### config.mk
export PLATFORM = sky130hd
export DESIGN_NAME = reorder_buffer
export DESIGN_NICKNAME = d
export VERILOG_FILES = /design/src/rtl/reorder_buffer.sv
export SDC_FILE = /design/constraint.sdc
export NUM_CORES = 2
export LEC_CHECK = 0
export BUFFER_PORTS_ARGS = -buffer_cell sky130_fd_sc_hd__buf_2
export CORE_UTILIZATION = 53
export DETAILED_ROUTE_END_ITERATION = 8
export GPL_ROUTABILITY_DRIVEN = 0
export PLACE_DENSITY = 0.69
export SYNTH_ARGS = -nofsm -noshare
export SYNTH_HDL_FRONTEND = slang
export SYNTH_SLANG_ARGS = --single-unit
### constraint.sdc
create_clock -name clk_i -period 31.5 [get_ports clk_i]
set_input_delay 9.45 -clock clk_i [delete_from_list [all_inputs] [get_ports clk_i]]
set_output_delay 9.45 -clock clk_i [all_outputs]
set_load 0.05 [all_outputs]
### src/rtl/reorder_buffer.sv
// Circular in-order reorder buffer.
// Issue allocates entries at the tail and receives a tag. Completion writes
// results by tag. Finished entries retire in program order from the head
// through a valid/ready handshake. Tag 0 means "no entry"; live tags are
// 1..ROBsize, and tag t lives in storage slot t-1.
module reorder_buffer #(
  parameter int ROBsize    = 32,
  parameter int ROBsizeLog = $clog2(ROBsize + 1),
  parameter int addrSize   = $clog2(ROBsize)
) (
  input  logic                  clk_i,
  input  logic                  reset_i,
  input  logic                  flush_i,
  // allocation (issue side)
  input  logic                  alloc_valid_i,
  input  logic [4:0]            alloc_destReg_i,
  input  logic                  alloc_setsFlags_i,
  output logic                  alloc_ready_o,
  output logic [ROBsizeLog-1:0] alloc_tag_o,
  // completion write port
  input  logic [addrSize:0]     ROBWriteAddr_i,
  input  logic                  ROBWriteEn_i,
  input  logic [69:0]           ROBWriteData_i,
  // retirement (commit side)
  output logic                  commit_valid_o,
  input  logic                  commit_ready_i,
  output logic [ROBsizeLog-1:0] commit_tag_o,
  output logic [4:0]            commit_destReg_o,
  output logic [63:0]           commit_data_o,
  output logic                  commit_flagsWe_o,
  output logic [3:0]            commit_flags_o,
  output logic [ROBsizeLog-1:0] count_o
);

  localparam logic [ROBsizeLog-1:0] LP_MAX_TAG  = ROBsizeLog'(ROBsize);
  localparam logic [ROBsizeLog-1:0] LP_ONE_TAG  = ROBsizeLog'(1);
  localparam logic [addrSize:0]     LP_MAX_ADDR = (addrSize + 1)'(ROBsize);

  // Control state: validity bits and pointers, all cleared by reset/flush.
  logic [ROBsize-1:0]    r_busy;
  logic [ROBsize-1:0]    r_dvalid;
  logic [ROBsize-1:0]    r_fvalid;
  logic [ROBsizeLog-1:0] r_head;
  logic [ROBsizeLog-1:0] r_tail;
  logic [ROBsizeLog-1:0] r_count;

  // Payload storage; meaningful only while the matching busy bit is set.
  logic [4:0]  r_dest  [ROBsize];
  logic        r_sflag [ROBsize];
  logic [63:0] r_data  [ROBsize];
  logic [3:0]  r_flags [ROBsize];

  logic [addrSize-1:0] w_head_idx;
  logic [addrSize-1:0] w_tail_idx;
  logic [addrSize-1:0] w_wr_idx;
  logic                w_wr_ok;
  logic                w_alloc_fire;
  logic                w_commit_fire;
  logic                w_head_ready;
  logic                w_clear;

  // Pointers wrap ROBsize -> 1 so tag 0 is never produced.
  function automatic logic [ROBsizeLog-1:0] f_next(input logic [ROBsizeLog-1:0] p);
    return (p == LP_MAX_TAG) ? LP_ONE_TAG : p + LP_ONE_TAG;
  endfunction

  // Address decode, fire strobes and head-entry readout.
  always_comb begin
    w_clear       = reset_i || flush_i;
    w_head_idx    = addrSize'(r_head - LP_ONE_TAG);
    w_tail_idx    = addrSize'(r_tail - LP_ONE_TAG);
    w_wr_idx      = addrSize'(ROBWriteAddr_i - 1'b1);
    // Range check guards the truncated index, so out-of-range tags never alias.
    w_wr_ok       = ROBWriteEn_i && (ROBWriteAddr_i != '0)
                    && (ROBWriteAddr_i <= LP_MAX_ADDR) && r_busy[w_wr_idx];
    w_head_ready  = (r_count != '0) && r_busy[w_head_idx] && r_dvalid[w_head_idx]
                    && (!r_sflag[w_head_idx] || r_fvalid[w_head_idx]);
    w_alloc_fire  = alloc_valid_i && alloc_ready_o;
    w_commit_fire = w_head_ready && commit_ready_i;

    alloc_ready_o    = (r_count < LP_MAX_TAG);
    alloc_tag_o      = r_tail;
    commit_valid_o   = w_head_ready;
    commit_tag_o     = r_head;
    commit_destReg_o = r_dest[w_head_idx];
    commit_data_o    = r_data[w_head_idx];
    commit_flagsWe_o = r_sflag[w_head_idx] && r_fvalid[w_head_idx];
    commit_flags_o   = r_flags[w_head_idx];
    count_o          = r_count;
  end

  // Control update; reset and flush win over every other action in the cycle.
  always_ff @(posedge clk_i) begin
    if (w_clear) begin
      r_busy   <= '0;
      r_dvalid <= '0;
      r_fvalid <= '0;
      r_head   <= LP_ONE_TAG;
      r_tail   <= LP_ONE_TAG;
      r_count  <= '0;
    end else begin
      if (w_wr_ok) begin
        r_dvalid[w_wr_idx] <= ROBWriteData_i[64];
        if (ROBWriteData_i[69]) begin
          r_fvalid[w_wr_idx] <= 1'b1;
        end
      end
      if (w_commit_fire) begin
        r_busy[w_head_idx] <= 1'b0;
        r_head             <= f_next(r_head);
      end
      // The tail slot is never busy, so it cannot collide with a write or retire.
      if (w_alloc_fire) begin
        r_busy[w_tail_idx]   <= 1'b1;
        r_dvalid[w_tail_idx] <= 1'b0;
        r_fvalid[w_tail_idx] <= 1'b0;
        r_tail               <= f_next(r_tail);
      end
      if (w_alloc_fire && !w_commit_fire) begin
        r_count <= r_count + LP_ONE_TAG;
      end else if (!w_alloc_fire && w_commit_fire) begin
        r_count <= r_count - LP_ONE_TAG;
      end
    end
  end

  // Payload update; no reset needed because validity bits gate every use.
  always_ff @(posedge clk_i) begin
    if (!w_clear) begin
      if (w_wr_ok) begin
        r_data[w_wr_idx] <= ROBWriteData_i[63:0];
        if (ROBWriteData_i[69]) begin
          r_flags[w_wr_idx] <= ROBWriteData_i[68:65];
        end
      end
      if (w_alloc_fire) begin
        r_dest[w_tail_idx]  <= alloc_destReg_i;
        r_sflag[w_tail_idx] <= alloc_setsFlags_i;
      end
    end
  end

endmodule

### After elaboration in Yosys (flattened, before gate mapping)

Memory sizes are Yosys's and may differ from the RTL's.
Cells that the tools add are included.

| storage, ports and cells | value |
|---|---|
| bits in registers | 114 |
| memory bits (writable) | 2,368 |
| memories kept | 4 |
| input port bits | 88 |
| logic and storage cells | 95 |

| cells by class | value |
|---|---|
| multiplexer cells | 39 |
| bitwise logic cells | 7 |
| $add $sub $neg | 7 |
| reduce and logical (&&, ||, !) cells | 22 |
| eq/ne operators | 2 |
| order comparisons | 8 |

Memories:

| memory | words | bits a word | rd ports | clocked after memory_dff | wr ports | line | text |
|---|---|---|---|---|---|---|---|
| r_data | 32 | 64 | 1 | 0 | 1 | 50 | `logic [63:0] r_data [ROBsize];` |
| r_dest | 32 | 5 | 1 | 0 | 1 | 48 | `logic [4:0] r_dest [ROBsize];` |
| r_flags | 32 | 4 | 1 | 0 | 1 | 51 | `logic [3:0] r_flags [ROBsize];` |
| r_sflag | 32 | 1 | 1 | 0 | 1 | 49 | `logic r_sflag [ROBsize];` |

Operators by type and width:

| kind | number |
|---|---|
| 2-to-1 mux 32 bit | 10 |
| AND 32 bit | 3 |
| NOT 32 bit | 2 |
| bitwise OR 32 bit | 2 |
| bitwise mux 32 bit | 1 |
| 2-to-1 mux 6 bit | 4 |
| binary-select mux 1 bit (select 5 bit) | 4 |
| adder 6 x 1 -> 6 bit (second input constant) | 3 |
| < comparator 5 x 6 -> 1 bit (second input constant) | 3 |
| 2-to-1 mux 1 bit | 17 |
| demux 1 bit (select 5 bit) | 3 |
| greater-or-equal comparator 5 x 1 -> 1 bit (second input constant) | 3 |
| subtractor 5 x 1 -> 5 bit (second input constant) | 3 |
| logical AND 1 bit | 14 |
| equality test 6 bit (second input constant) | 2 |
| nonzero test 6 bit | 2 |
| less-or-equal comparator 6 bit (second input constant) | 1 |
| < comparator 6 bit (second input constant) | 1 |
| subtractor 6 x 1 -> 6 bit (second input constant) | 1 |
| logical NOT 1 bit | 3 |
| logical OR 1 bit | 2 |
| nonzero test 2 bit | 1 |

### Logic depth before layout (Yosys ltp)

| depth | value |
|---|---|
| depth in word-level cells | 11 |
| gate-level depth with buffers | 25 |

### Worst setup path after synthesis

Ideal clock, no wire load.

| path | value |
|---|---|
| path kind | input-to-reg |
| start | input ROBWriteAddr_i[0] |
| end | memory r_data[24][0], enable pin |
| slack | 15.152 ns |
| data arrival time | 15.783 ns |
| data required time | 30.935 ns |
| cell stages on the path | 11 |
| cell sequence | buf_4 -> inv_1 -> ha_1 -> nor3b_1 -> xor2_1 -> mux2_2 -> mux4_2 -> nand3_1 -> buf_2 -> buf_2 -> nor3_1 |

| between the ends | value |
|---|---|
| word-level cells in the longest chain between the ends | 7 |
| elaborated cells on any way between the ends | 11 |
| those cells by class | add/sub: 1; order compare: 1; mux: 5; reduce/logical: 4 |

RTL lines:

| item | line | text |
|---|---|---|
| start: declaration | 21 | `input logic [addrSize:0] ROBWriteAddr_i,` |
| subtractor 5 x 1 -> 5 bit / nonzero test 6 bit (equally long branches) | 72, 74 |  |
| binary-select mux 1 bit (select 5 bit) / logical AND 1 bit (equally long branches) | 75, 74 |  |
| 2-to-1 mux 1 bit (implied by the code) / logical AND 1 bit (equally long branches) | 75 | `&& (ROBWriteAddr_i <= LP_MAX_ADDR) && r_busy[w_wr_idx];` |
| logical AND 1 bit | 75 |  |
| 2-to-1 mux 1 bit | 130 | `if (w_wr_ok) begin` |
| 2-to-1 mux 1 bit | 129 | `if (!w_clear) begin` |
| 2-to-1 mux 1 bit (implied by the code) | 131 | `r_data[w_wr_idx] <= ROBWriteData_i[63:0];` |
| end: declaration | 50 |  |

Parallel ways exist; a longest one is shown, timed or not. The select of a mux whose other input is x is not followed.

### Final worst setup path

| path | value |
|---|---|
| start | register r_head[0] (netlist: commit_tag_o[0]) |
| end | output commit_data_o[41] |

| between the ends | value |
|---|---|
| word-level cells in the longest chain between the ends | 2 |

RTL lines:

| item | line | text |
|---|---|---|
| start: declaration | 43 | `logic [ROBsizeLog-1:0] r_head;` |
| start signal: assignment | 110 | `r_head <= f_next(r_head);` |
| subtractor 5 x 1 -> 5 bit | 70 | `w_head_idx = addrSize'(r_head - LP_ONE_TAG);` |
| memory (32 x 64 bit) | -- |  |
| end: declaration | 29 | `output logic [63:0] commit_data_o,` |

No other way between the ends.

==> results.sh <==
export IMPL_status="finished clean"
export IMPL_hold_depth=2
export IMPL_ys_seq_elements=2482
export IMPL_worstPathArrival_ns=6.89
export IMPL_cts_sinks=2482
export IMPL_synth_edf_count=2368
export IMPL_grt_overflow_total=0
export IMPL_p_leak_nw=34.3
export IMPL_cts_setup_buffers=0
export IMPL_p_seq_share_pct=56.1
export IMPL_synth_area_leader_cell="edfxtp_1"
export IMPL_yosysMostFrequentCell="edfxtp_1"
export IMPL_grt_first_pass_wirelength_um=332000
export IMPL_hold_path_class="register to register"
export IMPL_start_util_pct=53.4
export IMPL_power_total_w=0.00644
export IMPL_crit_top_cell="buf_4"
export IMPL_ys_seq_area_share_pct=76.8
export IMPL_ctsRootBufferMaster="clkbuf_16"
export IMPL_synth_warnings=0
export IMPL_path_buf_inv=5
export IMPL_setup_tns_ns=0
export IMPL_final_nets=4912
export IMPL_worstReg2RegEnd="count_o[5]"
export IMPL_syn_num_nets=4664
export IMPL_antenna_found_initial=12
export IMPL_switchingPower_w=0.00128
export IMPL_cp_start_kind="register"
export IMPL_drv_slew=0
export IMPL_hold_violations=0
export IMPL_tightest_slew_ns=1.20
export IMPL_critPathMaxFanout=165
export IMPL_grt_pass1_vias=47800
export IMPL_ios=182
export IMPL_yosys_top_cells_count="edfxtp_1, mux4_2, a22oi_1"
export IMPL_worstSetupPathType="register to output pin"
export IMPL_via_per_inst=6.49
export IMPL_period_needed_ns=16.34
export IMPL_clock_fmax_mhz=61.2
export IMPL_slew_headroom_pct=19.9
export IMPL_antenna_left=0
export IMPL_ys_flop_type="edfxtp_1"
export IMPL_drt_pass1_iter_count=5
export IMPL_rr_worst_depth=20
export IMPL_synth_cells=4556
export IMPL_cp_end_kind="output pin"
export IMPL_grt_use_total_pct=25.4
export IMPL_ctsResizeCount=0
export IMPL_syn_area_per_cell_um2=21.0
export IMPL_worstHoldStart="r_fvalid[22]"
export IMPL_postCtsHoldBufs=0
export IMPL_setup_violations_final=0
export IMPL_cts_tree="done"
export IMPL_core_um2=179000
export IMPL_hold_end="r_fvalid[22]"
export IMPL_maxCapViolCount=0
export IMPL_timing_final_crit_share_pct=51.9
export IMPL_crit_slowest_cell="buf_4"
export IMPL_cpPeakStageDelay_ns=0.95
export IMPL_power_density_nw_per_um2=60.3
export IMPL_yosysUniqueCellTypes=71
export IMPL_final_setup_skew_ns=0.0476
export IMPL_async_flop_share_pct=0
export IMPL_portBuffers=181
export IMPL_clock_power_share_pct=42.6
export IMPL_irDropWorstVdd_mv=0.0583
export IMPL_swShare_pct=19.9
export IMPL_clk_latency_ns=0.87
export IMPL_yosys_area_top_type_share_pct=74.4
export IMPL_rrSetupSlack_ns=24.17
export IMPL_grt_start_max_net_pins=166
export IMPL_htreeDepth=4
export IMPL_netlist_area_um2=95500
export IMPL_dp_hpwl_um=117000
export IMPL_fp_dieW_um=427
export IMPL_instances_no_fill=7369
export IMPL_drc_errors=0
export IMPL_numCtsBuffers=236
export IMPL_wl_per_cell_um=31.2
export IMPL_p_int_w=0.00516
export IMPL_reg2reg_from="commit_tag_o[0]"
export IMPL_dieArea_um2=182000
export IMPL_dp_cells=6921
export IMPL_initialDrtViolationCount=5481
export IMPL_syn_to_final_growth_pct=11.8
export IMPL_power_frac_comb_pct=1.3
export IMPL_critPathTopFamily="buffers and inverters"
export IMPL_rows=155
export IMPL_vias=47800
export IMPL_clkTransAtPathRegs_ns=0.06
export IMPL_cts_path_max_buffers=3
export IMPL_crit_path_cell_trace="inv_1, ha_4, buf_4, buf_4, buf_12, mux4_2, a22oi_1, nand2_1, a21oi_1, nand3_1, buf_2"
export IMPL_synth_area_leaders="edfxtp_1, mux4_2, dfxtp_1"
export IMPL_routed_wl_um=230000
export IMPL_required_ns=22.05
export IMPL_drive_above_1_share_pct=26.6
export IMPL_fp_dieH_um=427
export IMPL_rsz0062_at_grt="false"
power groups by stage:
stage	combinational [W]	sequential [W]	clock (W)
2_1_floorplan	0.0000233	0.00369	0
3_3_place_gp	0.0000812	0.00368	0
3_5_place_dp	0.0000852	0.00368	0
4_1_cts	0.0000850	0.00361	0.00278
5_1_grt	0.0000923	0.00361	0.00290
6_report	0.0000852	0.00361	0.00274
tightest hold or removal path, delay by kind of cell (launching register included):
kind	cells	cell delay, ns
AOI/OAI and AO/OA	1	0.04
DFF	1	0.33
and+or+nand+nor	1	0.07
cell usage in the layout, fill, tap and decap left out, types with 48 or more instances in the layout:
cell type  instances
edfxtp_1        2368
clkinv_1          55
mux4_2           622
a22oi_1          222
clkbuf_1          62
nor2_1           165
nand2_1          199
a21oi_1          130
clkbuf_16        236
nand3_1          105
clkinv_2          48
dfxtp_1          113
buf_2            181
buf_4             92
cell type report:
class	count	area, um2
Antenna cell	3	7.51
Clock buffer	299	6150
Clock inverter	146	1340
Fill cell	12500	72000
Inverter	19	71.3
Multi-Input combinational cell	1787	21200
Sequential cell	2482	73400
Tap cell	2355	2950
Timing Repair Buffer	278	1700
registers in the layout (all words and copies together), names as in the netlist, 32 cells and up:
name,flops
r_dvalid,32
r_dest,160
r_fvalid,32
r_data,2048
r_flags,128
r_busy,32
r_sflag,32
metal layers:
metal	vias up	track usage (%)	wire length, um
met1	25500	36.3	91700
met5	-	0	55
met4	8	7.57	6160
met3	386	4.23	19300
li1	19600	-	-
met2	2392	40.7	113000
how the worst max path moves through the flow:
| stage | cells after the start | slack [ns] | end | startpoint |
|---|---|---|---|---|
| 2_1_floorplan | 11 | 15.15 | r_data[24][0] | ROBWriteAddr_i[0] |
| 3_3_place_gp | 11 | 15.99 | commit_data_o[62] | commit_tag_o[0] |
| 3_5_place_dp | 11 | 15.93 | commit_data_o[62] | commit_tag_o[0] |
| 4_1_cts | 11 | 14.99 | commit_data_o[62] | commit_tag_o[0] |
| 5_1_grt | 10 | 14.76 | commit_data_o[18] | commit_tag_o[0] |
| 6_report | 11 | 15.16 | commit_data_o[41] | commit_tag_o[0] |
per-stage QoR:
stage          hold WS [ns]  setup slack (ns)  util (%)  area [um2]
2_1_floorplan         0.431             15.15         -       95500
3_3_place_gp          0.450             15.99      55.5       99300
3_5_place_dp          0.456             15.93      55.5       99300
4_1_cts               0.477             14.99      59.7      107000
5_1_grt               0.505             14.76      59.7      107000
6_report              0.482             15.16      59.7      107000
cells by family after synthesis:
| group | Yosys count | synth area share [%] |
|---|---|---|
| flip-flops | 2482 | 76.8 |
| multiplexers | 659 | 15.1 |
| AND/OR/NAND/NOR | 605 | 2.83 |
| AO/OA/AOI/OAI | 485 | 3.57 |
| buffers and inverters | 287 | 1.30 |
| adder cells (fa/ha/maj) | 20 | 0.270 |
| XOR/XNOR | 18 | 0.173 |
(Power assumes the default switching activity.)
